[src/rtl/ks_pkg.sv]
// Shared definitions for the Kogge-Stone subtractor: prefix operator,
// level-count derivation and the pipeline stage payload.
package ks_pkg;

  // Payload fields are sized for the widest legal operand; narrower
  // instances leave the upper bits at zero.
  localparam int KS_MAX_WIDTH = 64;

  function automatic int ks_levels(input int width);
    return $clog2(width);
  endfunction

  // (g,p) o (g',p') = (g | p&g', p&p'), returned as {g, p}
  function automatic logic [1:0] ks_dot(input logic g_hi, input logic p_hi,
                                        input logic g_lo, input logic p_lo);
    return {g_hi | (p_hi & g_lo), p_hi & p_lo};
  endfunction

  typedef struct packed {
    logic [KS_MAX_WIDTH-1:0] g;
    logic [KS_MAX_WIDTH-1:0] p;
    logic [KS_MAX_WIDTH-1:0] p0;
    logic                    c0;
    logic                    a_msb;
    logic                    b_msb;
  } ks_stage_t;

endpackage

[src/rtl/ks_prefix_level.sv]
// One combinational Kogge-Stone prefix level combining each bit with the
// bit DIST positions below it.
module ks_prefix_level
  import ks_pkg::*;
#(
  parameter int WIDTH = 32,
  parameter int DIST  = 1
) (
  input  logic [WIDTH-1:0] g_in,
  input  logic [WIDTH-1:0] p_in,
  output logic [WIDTH-1:0] g_out,
  output logic [WIDTH-1:0] p_out
);

  for (genvar i = 0; i < WIDTH; i++) begin : g_bit
    if (i < DIST) begin : g_pass
      assign g_out[i] = g_in[i];
      assign p_out[i] = p_in[i];
    end else begin : g_dot
      logic [1:0] gp;
      assign gp       = ks_dot(g_in[i], p_in[i], g_in[i-DIST], p_in[i-DIST]);
      assign g_out[i] = gp[1];
      assign p_out[i] = gp[0];
    end
  end

endmodule

[src/rtl/ks_sub32_pipe.sv]
// Three-stage pipelined Kogge-Stone subtractor: diff = a - b - b_in,
// computed as a + ~b + ~b_in with a radix-2 parallel-prefix carry tree.
module ks_sub32_pipe
  import ks_pkg::*;
#(
  parameter int WIDTH = 32
) (
  input  logic             clk,
  input  logic             rst_n,
  input  logic             in_valid,
  output logic             in_ready,
  input  logic [WIDTH-1:0] a,
  input  logic [WIDTH-1:0] b,
  input  logic             b_in,
  output logic             out_valid,
  input  logic             out_ready,
  output logic [WIDTH-1:0] diff,
  output logic             b_out,
  output logic             ovf,
  output logic             zero
);

  localparam int LEVELS = ks_levels(WIDTH);
  // Distances 1,2,4 in stage 2; everything wider in stage 3.
  localparam int SPLIT  = (LEVELS < 3) ? LEVELS : 3;

  // Handshake: a transfer happens on an edge where valid and ready are both
  // high. A stage loads when it is empty or its content moves on this edge,
  // so ready ripples combinationally from out_ready back to in_ready.
  logic v1, v2, v3;
  logic en1, en2, en3;

  assign en3      = ~v3 | out_ready;
  assign en2      = ~v2 | en3;
  assign en1      = ~v1 | en2;
  assign in_ready = en1;
  assign out_valid = v3;

  ks_stage_t s1, s2, s1_next, s2_next;

  always_comb begin
    s1_next                = '0;
    s1_next.g[WIDTH-1:0]   = a & ~b;
    s1_next.p[WIDTH-1:0]   = a ^ ~b;
    s1_next.p0[WIDTH-1:0]  = a ^ ~b;
    s1_next.c0             = ~b_in;
    s1_next.a_msb          = a[WIDTH-1];
    s1_next.b_msb          = b[WIDTH-1];
  end

  logic [WIDTH-1:0] lvl_g [0:LEVELS];
  logic [WIDTH-1:0] lvl_p [0:LEVELS];

  // Carry-in is folded into bit 0 so every G[i] already includes it.
  assign lvl_g[0] = {s1.g[WIDTH-1:1], s1.g[0] | (s1.p[0] & s1.c0)};
  assign lvl_p[0] = s1.p[WIDTH-1:0];

  for (genvar l = 0; l < LEVELS; l++) begin : g_level
    logic [WIDTH-1:0] g_src, p_src;
    if (l == SPLIT) begin : g_from_reg
      assign g_src = s2.g[WIDTH-1:0];
      assign p_src = s2.p[WIDTH-1:0];
    end else begin : g_from_chain
      assign g_src = lvl_g[l];
      assign p_src = lvl_p[l];
    end
    ks_prefix_level #(
      .WIDTH (WIDTH),
      .DIST  (1 << l)
    ) u_level (
      .g_in  (g_src),
      .p_in  (p_src),
      .g_out (lvl_g[l+1]),
      .p_out (lvl_p[l+1])
    );
  end

  always_comb begin
    s2_next               = '0;
    s2_next.g[WIDTH-1:0]  = lvl_g[SPLIT];
    s2_next.p[WIDTH-1:0]  = lvl_p[SPLIT];
    s2_next.p0            = s1.p0;
    s2_next.c0            = s1.c0;
    s2_next.a_msb         = s1.a_msb;
    s2_next.b_msb         = s1.b_msb;
  end

  logic [WIDTH-1:0] g_final;
  if (SPLIT == LEVELS) begin : g_all_in_stage2
    assign g_final = s2.g[WIDTH-1:0];
  end else begin : g_tail_in_stage3
    assign g_final = lvl_g[LEVELS];
  end

  logic [WIDTH-1:0] sum;
  logic             carry_out;
  assign sum       = s2.p0[WIDTH-1:0] ^ {g_final[WIDTH-2:0], s2.c0};
  assign carry_out = g_final[WIDTH-1];

  logic unused_bits;
  assign unused_bits = ^{s1, s2, lvl_g[LEVELS], lvl_p[LEVELS]};

  // Data only loads with a valid token, so bubbles never disturb the outputs.
  always_ff @(posedge clk or negedge rst_n) begin
    if (!rst_n) begin
      v1    <= 1'b0;
      v2    <= 1'b0;
      v3    <= 1'b0;
      s1    <= '0;
      s2    <= '0;
      diff  <= '0;
      b_out <= 1'b0;
      ovf   <= 1'b0;
      zero  <= 1'b0;
    end else begin
      if (en1) v1 <= in_valid;
      if (en2) v2 <= v1;
      if (en3) v3 <= v2;
      if (en1 && in_valid) s1 <= s1_next;
      if (en2 && v1)       s2 <= s2_next;
      if (en3 && v2) begin
        diff  <= sum;
        b_out <= ~carry_out;
        ovf   <= (s2.a_msb ^ s2.b_msb) & (s2.a_msb ^ sum[WIDTH-1]);
        zero  <= ~|sum;
      end
    end
  end

endmodule
[config.mk]
export PLATFORM = sky130hd
export DESIGN_NAME = ks_sub32_pipe
export DESIGN_NICKNAME = d
export VERILOG_FILES = /design/src/rtl/ks_pkg.sv /design/src/rtl/ks_prefix_level.sv /design/src/rtl/ks_sub32_pipe.sv
export SDC_FILE = /design/constraint.sdc
export NUM_CORES = 1
export LEC_CHECK = 0
export CORE_MARGIN = 3
export CORE_UTILIZATION = 51
export DETAILED_ROUTE_END_ITERATION = 10
export GPL_TIMING_DRIVEN = 0
export PLACE_DENSITY = 0.76
export SYNTH_ARGS = -nofsm -noshare
export SYNTH_HDL_FRONTEND = slang
export SYNTH_SLANG_ARGS = --single-unit
[constraint.sdc]
create_clock -name clk -period 2 [get_ports clk]
set_clock_uncertainty 0.05 [all_clocks]
set_input_delay 0.3 -clock clk [delete_from_list [all_inputs] [get_ports clk]]
set_output_delay 0.3 -clock clk [all_outputs]
set_load 0.1 [all_outputs]
==> impl_metrics.json, run 1 <==
{
  "core_area_sq_um": 17600,
  "clockBufferDepth": 2,
  "dr.pass1.iters": 5,
  "via_per_inst": 5.65,
  "synth_nets": 921,
  "crit_path_max_fanout": 3,
  "yosys.area.top_type": "dfrtp_1",
  "grt_pass1_vias": 6676,
  "avgSynthCellArea_sq_um": 11.3,
  "cts_inserted_buffers": 17,
  "place_hpwl_um": 15700,
  "power.density_nw_per_um2": 1400,
  "fillers": 1371,
  "io_buffer_count": 105,
  "arrival_ps": 2380,
  "num-nets-final": 1050,
  "cts_tree": "done",
  "grt_max_degree": 113,
  "numClockSinks": 196,
  "yosys_warnings": 0,
  "fmax_mhz": 475,
  "netlist.area_leader.share_pct": 52.8,
  "finalMaxSlewViolations": 0,
  "syn_inst": 820,
  "cap_violations": 0,
  "period_share_pct": 105,
  "path_cells": "xnor2_2 > nand4_1 > or4_1 > and4bb_1 > nand4_1 > o41ai_2",
  "required_ps": 2280,
  "ir_drop_v": 0.00165,
  "dieWidth_um": 141,
  "initial_utilization_pct": 52.8,
  "clock_latency_ps": 440,
  "antenna_found_initial": 0,
  "synth.top_cells.by_area": "dfrtp_1 (53%), mux2_2 (16%), ha_1 (4.3%), a21o_1 (3.6%), nand2_1 (3.0%)",
  "violations": "negative setup slack",
  "synth.distinct_cells": 32,
  "cpMostUsedCell": "nand4_1",
  "drive_gt1_share_pct": 23.6,
  "hold_violations": 0,
  "final_core_util_pct": 64.8,
  "die-area_sq_um": 19900,
  "worst_path_max_delay_cell": "or4_1",
  "worst_slew_pin_slew_ps": 953,
  "slew_headroom_pct": 36.7,
  "overflow": 0,
  "rsz0062_at_grt": "yes",
  "first_iter_violations": 528,
  "synthesis.area_sq_um": 9300,
  "via_count": 6710,
  "p_leak_nw": 5.32,
  "avgRoutedWirePerCell_um": 17.9,
  "finalSetupViolCount": 1,
  "gp_congestion": 0.853,
  "grt_pass1_wl_um": 35000,
  "post-route-drc-count": 0,
  "die_y_um": 141,
  "diodes": 0,
  "ant_nets": 0,
  "synth.yosys.seq_area_share_pct": 52.8,
  "clk_pin_slew_ps": 70,
  "ios": 106,
  "postRouteWirelength_um": 21300,
  "worstSetupEndpointType": "flip-flop",
  "status": "finished with violations",
  "track_usage_pct": 22.3,
  "h-tree-depth": 4,
  "cts_root_buf": "clkbuf_16",
  "min_period_ps": 2100,
  "crit_type": "flip-flop to flip-flop",
  "hp-class": "input port to asynchronous set/reset pin",
  "layout_setup_ws_ps": -104,
  "rows": 48,
  "slowest_delay_ps": 550,
  "synth-seq-cells": 196,
  "startpoint_type": "flip-flop",
  "area_growth_pct": 22.7,
  "place_ws_ps": -572
}
==> metal layers <==
layer	share of wire, %	routed length [um]	track usage, %
met1	46	9810	32.3
met2	47	10000	35.2
met3	5.2	1100	3.56
met4	1.5	327	6.07
met5	0	0	0
==> registers in the layout, summed over array words and instances, names as in the netlist <==
signal	cells
b_out	1
diff	32
g_level.g_src	63
g_level.p_src	25
out_valid	1
ovf	1
s1	36
s2	34
v1	1
v2	1
zero	1
==> logic make-up after synthesis <==
logic type / after synthesis / synth area share, %
simple gates: 132 / 6.76
compound gates: 199 / 13.4
xor+xnor: 32 / 3.02
fa+ha+maj: 32 / 4.31
buf+inv: 100 / 4.13
flops: 196 / 52.8
mux: 129 / 15.6
==> stage by stage <==
step | total power [mW] | area [sq um] | TNS [ps] | cells | hold WS [ps]
floorplan | 10.5 | 9350 | -3040 | 820 | -45.6
global placement | 12.2 | 10700 | -1512750 | 1150 | 405
detailed placement | 12.4 | 10700 | -41490 | 1151 | 293
CTS | 15.9 | 11400 | -82.4 | 1187 | 401
global route | 16.6 | 11400 | -193 | 1187 | 427
finish | 15.9 | 11400 | -104 | 1187 | 381
==> cell usage in the layout (no fill, tap or decap), types with 4 or more instances in the layout <==
| cell type | instances |
|---|---|
| clkbuf_2 | 24 |
| a21o_1 | 44 |
| xor2_1 | 9 |
| a211oi_1 | 4 |
| dfrtp_2 | 4 |
| clkbuf_16 | 17 |
| o31ai_1 | 23 |
| ha_1 | 32 |
| bufinv_16 | 4 |
| mux2_2 | 129 |
| nand4_1 | 30 |
| xnor2_1 | 16 |
| o21bai_1 | 17 |
| buf_2 | 10 |
| inv_1 | 47 |
| buf_4 | 4 |
| clkdlybuf4s15_1 | 18 |
| dfrtp_1 | 191 |
| a21oi_1 | 48 |
| nand2_1 | 74 |
| nor2_1 | 7 |
| o21ai_0 | 53 |
| clkdlybuf4s50_1 | 67 |
| clkbuf_1 | 32 |
| xnor2_2 | 6 |
==> layout make-up <==
type	instances	area (sq um)	share of cell area (%)
Clock buffer	20	457	4.00
Clock inverter	12	178	1.56
Multi-Input combinational cell	524	4110	36.1
Tap cell	225	282	2.47
Sequential cell	196	4910	43.1
Inverter	47	176	1.55
Timing Repair Buffer	111	1050	9.18
Buffer	52	240	2.11
==> final timing paths <==
kind / from / to / slack (ps) / cells past startpoint
min reg2reg: g_level[3].g_src[31]$_DFFE_PN0P_ / b_out$_DFFE_PN0P_ / 410 / 1
min in group clk: b_in / s1[2]$_DFFE_PN0P_ / 410 / 2
max reg2reg: g_level[3].g_src[3]$_DFFE_PN0P_ / zero$_DFFE_PN0P_ / -100 / 6
max in group asynchronous: rst_n / out_valid$_DFFE_PN0P_ / 520 / 3
min: rst_n / s1[13]$_DFFE_PN0P_ / 380 / 2
max: g_level[3].g_src[3]$_DFFE_PN0P_ / zero$_DFFE_PN0P_ / -100 / 6
==> cells in the mapped netlist, drive strengths merged <==
cell type  number
a211oi          5
a21boi          3
a21o           44
a21oi          51
a22o            2
and4bb          1
buf            15
clkbuf         38
dfrtp         196
ha             32
inv            47
mux2          129
nand2          75
nand2b          3
nand3           4
nand4          30
nor2            7
nor2b           4
nor3            3
nor3b           1
nor4            2
o21ai          53
o21bai         17
o31ai          23
o41ai           1
or2b            1
or4             1
xnor2          23
xor2            9
==> where the power goes <==
part	internal (mW)	total (mW)	switching (mW)	leakage, nW
logic	1.97	6.54	4.56	2.60
registers	4.99	5.73	0.744	2.41
clock network	2.16	3.65	1.49	0.310
total	9.12	15.9	6.80	5.32
==> worst max-delay path, delay by kind of cell, from the launching register on <==
family / cells / cell delay [ps]
AND/OR/NAND/NOR: 4 / 1070
flip-flops: 1 / 440
AO/OA/AOI/OAI: 1 / 220
XOR/XNOR: 1 / 210
==> repair_timing <==
| item | in CTS | in global routing |
|---|---|---|
| hold endpoints to repair | 84 | 0 |
| buffers inserted | 3 | 1 |
| gates resized for setup | 75 | 54 |
| setup endpoints to repair | 86 | 97 |
| pin swaps | 5 | 4 |
| gates cloned | 0 | 0 |
| hold buffers | 1 | 0 |
Note: power is estimated with default switching activity, not from simulation.
==> run 2: changes to the inputs <==
ABC_CLOCK_PERIOD_IN_PS = 2000   (was default)
CAP_MARGIN = 20   (was default)
CORE_UTILIZATION = 52   (was 51)
PLACE_DENSITY = 0.77   (was 0.76)
SYNTH_HIERARCHICAL = 1   (was default)
==> impl_metrics.json, run 2 <==
{
  "numClockSinks": 196,
  "largest_register_ffs": 63,
  "slowest_delay_ps": 440,
  "synthesis.area_sq_um": 9990,
  "dieWidth_um": 145,
  "cts_root_buf": "clkbuf_16",
  "dr.pass1.iters": 4,
  "arrival_ps": 2340,
  "grt_max_degree": 113,
  "layout_setup_ws_ps": -12.8,
  "reg2reg_depth": 6,
  "clk_pin_slew_ps": 70,
  "violations": "negative setup slack",
  "cpMostUsedCell": "buf_4",
  "clock_latency_ps": 430,
  "post-route-drc-count": 0,
  "p_leak_nw": 6.21,
  "num-nets-final": 1056,
  "place_hpwl_um": 17600,
  "finalMaxSlewViolations": 0,
  "ios": 106,
  "drive_gt1_share_pct": 29.9,
  "ff2ff_setup_slack_ps": -10,
  "track_usage_pct": 23.4,
  "hold_violations": 0,
  "grt_pass1_wl_um": 36900,
  "die_y_um": 145,
  "place_ws_ps": -453,
  "area_growth_pct": 20.3,
  "first_iter_violations": 364,
  "finalSetupViolCount": 1,
  "regToRegStartpoint": "g_level[3].g_src[5]$_DFFE_PN0P_",
  "holdWs_ps": 373,
  "via_count": 6582,
  "required_ps": 2320,
  "syn_inst": 828,
  "fillers": 1508,
  "diodes": 0,
  "ant_nets": 0,
  "met1_usage_pct": 33.3,
  "grt_util_met3_pct": 4.79,
  "cp_top_family": "simple AND/OR/NAND/NOR gates",
  "period_share_pct": 101,
  "initial_utilization_pct": 53.2,
  "met2_usage_pct": 36.4,
  "grt_pass1_vias": 6733,
  "gp_congestion": 0.874,
  "rows": 50,
  "crit_type": "flip-flop to flip-flop",
  "antenna_found_initial": 0,
  "worst_slew_pin_slew_ps": 955,
  "path_cells": "buf_4 > buf_4 > xnor2_2 > nand4_1 > nor4_4 > a32o_1",
  "status": "finished with violations",
  "layout_commonest_cell": "dfrtp_1",
  "avgSynthCellArea_sq_um": 12.1,
  "fin_area_sq_um": 12000,
  "crit_buf_inv": 2,
  "cts_tree": "done",
  "rsz0062_at_grt": "yes",
  "crit_path_max_fanout": 3,
  "worst_path_max_delay_cell": "dfrtp_1",
  "min_period_ps": 2010,
  "placed_area_sq_um": 11400,
  "io_buffer_count": 105,
  "grt_busiest_layer": "met2",
  "fmax_mhz": 497,
  "cp-endpoint": "zero$_DFFE_PN0P_",
  "slew_headroom_pct": 36.6,
  "clockBufferDepth": 2,
  "power.density_nw_per_um2": 1380,
  "overflow": 0,
  "final_cell_mix": "dfrtp_1 (195), mux2_2 (140), a21o_1 (130)",
  "h-tree-depth": 4,
  "synth_nets": 929,
  "die-area_sq_um": 20900,
  "yosys_warnings": 6,
  "cts_inserted_buffers": 17,
  "worstSetupEndpointType": "flip-flop",
  "cp_num_cells": 6,
  "hp-class": "input port to flip-flop",
  "ir_drop_v": 0.00126,
  "cap_violations": 0,
  "postRouteWirelength_um": 23400,
  "avgRoutedWirePerCell_um": 19.4,
  "core_area_sq_um": 18800,
  "r2r-end": "zero$_DFFE_PN0P_",
  "startpoint_type": "flip-flop",
  "via_per_inst": 5.48,
  "crit_path_start": "g_level[3].g_src[5]$_DFFE_PN0P_"
}
==> run 2: layer usage <==
| metal | vias up | part of all wire [%] |
|---|---|---|
| met5 | - | 0 |
| met3 | 28 | 5.6 |
| met1 | 3313 | 46 |
| met4 | 0 | 2.2 |
| met2 | 166 | 46 |
| li1 | 3075 | - |
==> run 2: area by class of cell <==
type                            instances  area, sq um  area share [%]
Clock inverter                         15          203            1.69
Timing Repair Buffer                  108         1010            8.41
Buffer                                 55          418            3.48
Clock buffer                           17          425            3.54
Sequential cell                       196         4910            40.9
Tap cell                              234          293            2.44
Multi-Input combinational cell        544         4630            38.5
Inverter                               33          124            1.03
==> run 2: worst min-delay path by stage <==
stage,from,end,slack [ps],cells after the start
after floorplan,rst_n,b_out$_DFFE_PN0P_,-50,0
after global placement,s1[0]$_DFFE_PN0P_,s1[0]$_DFFE_PN0P_,410,2
after detailed placement,rst_n,g_level[0].g_src[8]$_DFFE_PN0P_,300,1
after CTS,b_in,s1[2]$_DFFE_PN0P_,360,2
after global routing,b_in,s1[2]$_DFFE_PN0P_,370,2
final,b_in,s1[2]$_DFFE_PN0P_,370,2
==> run 2: worst register-to-register path, cell delays in order (launching register included) <==
cell     delay [ps]
dfrtp_1         440
buf_4           180
buf_4           140
xnor2_2         250
nand4_1         220
nor4_4          430
a32o_1          230
==> run 2: through the flow <==
stage	power, mW	util, %	setup TNS [ps]	std cells
2_1_floorplan	10.9	-	-234	828
3_3_place_gp	12.8	60.5	-1491010	1167
3_5_place_dp	12.9	60.6	-4870	1168
4_1_cts	16.6	64.3	0	1201
5_1_grt	17.3	64.0	-80.4	1202
6_report	16.5	64.0	-12.8	1202
==> run 2: power breakdown <==
part | total (mW) | switching [mW] | internal, mW
Clock | 3.68 | 1.57 | 2.11
Combinational | 6.93 | 4.49 | 2.44
Sequential | 5.91 | 0.899 | 5.01
==> run 2: timing repair <==
item	4_1_cts	5_1_grt
pin swaps	2	5
endpoints found under the setup margin	38	24
resized for setup	89	29
hold buffers	1	0
endpoints found under the hold margin	84	0
buffers inserted	0	1
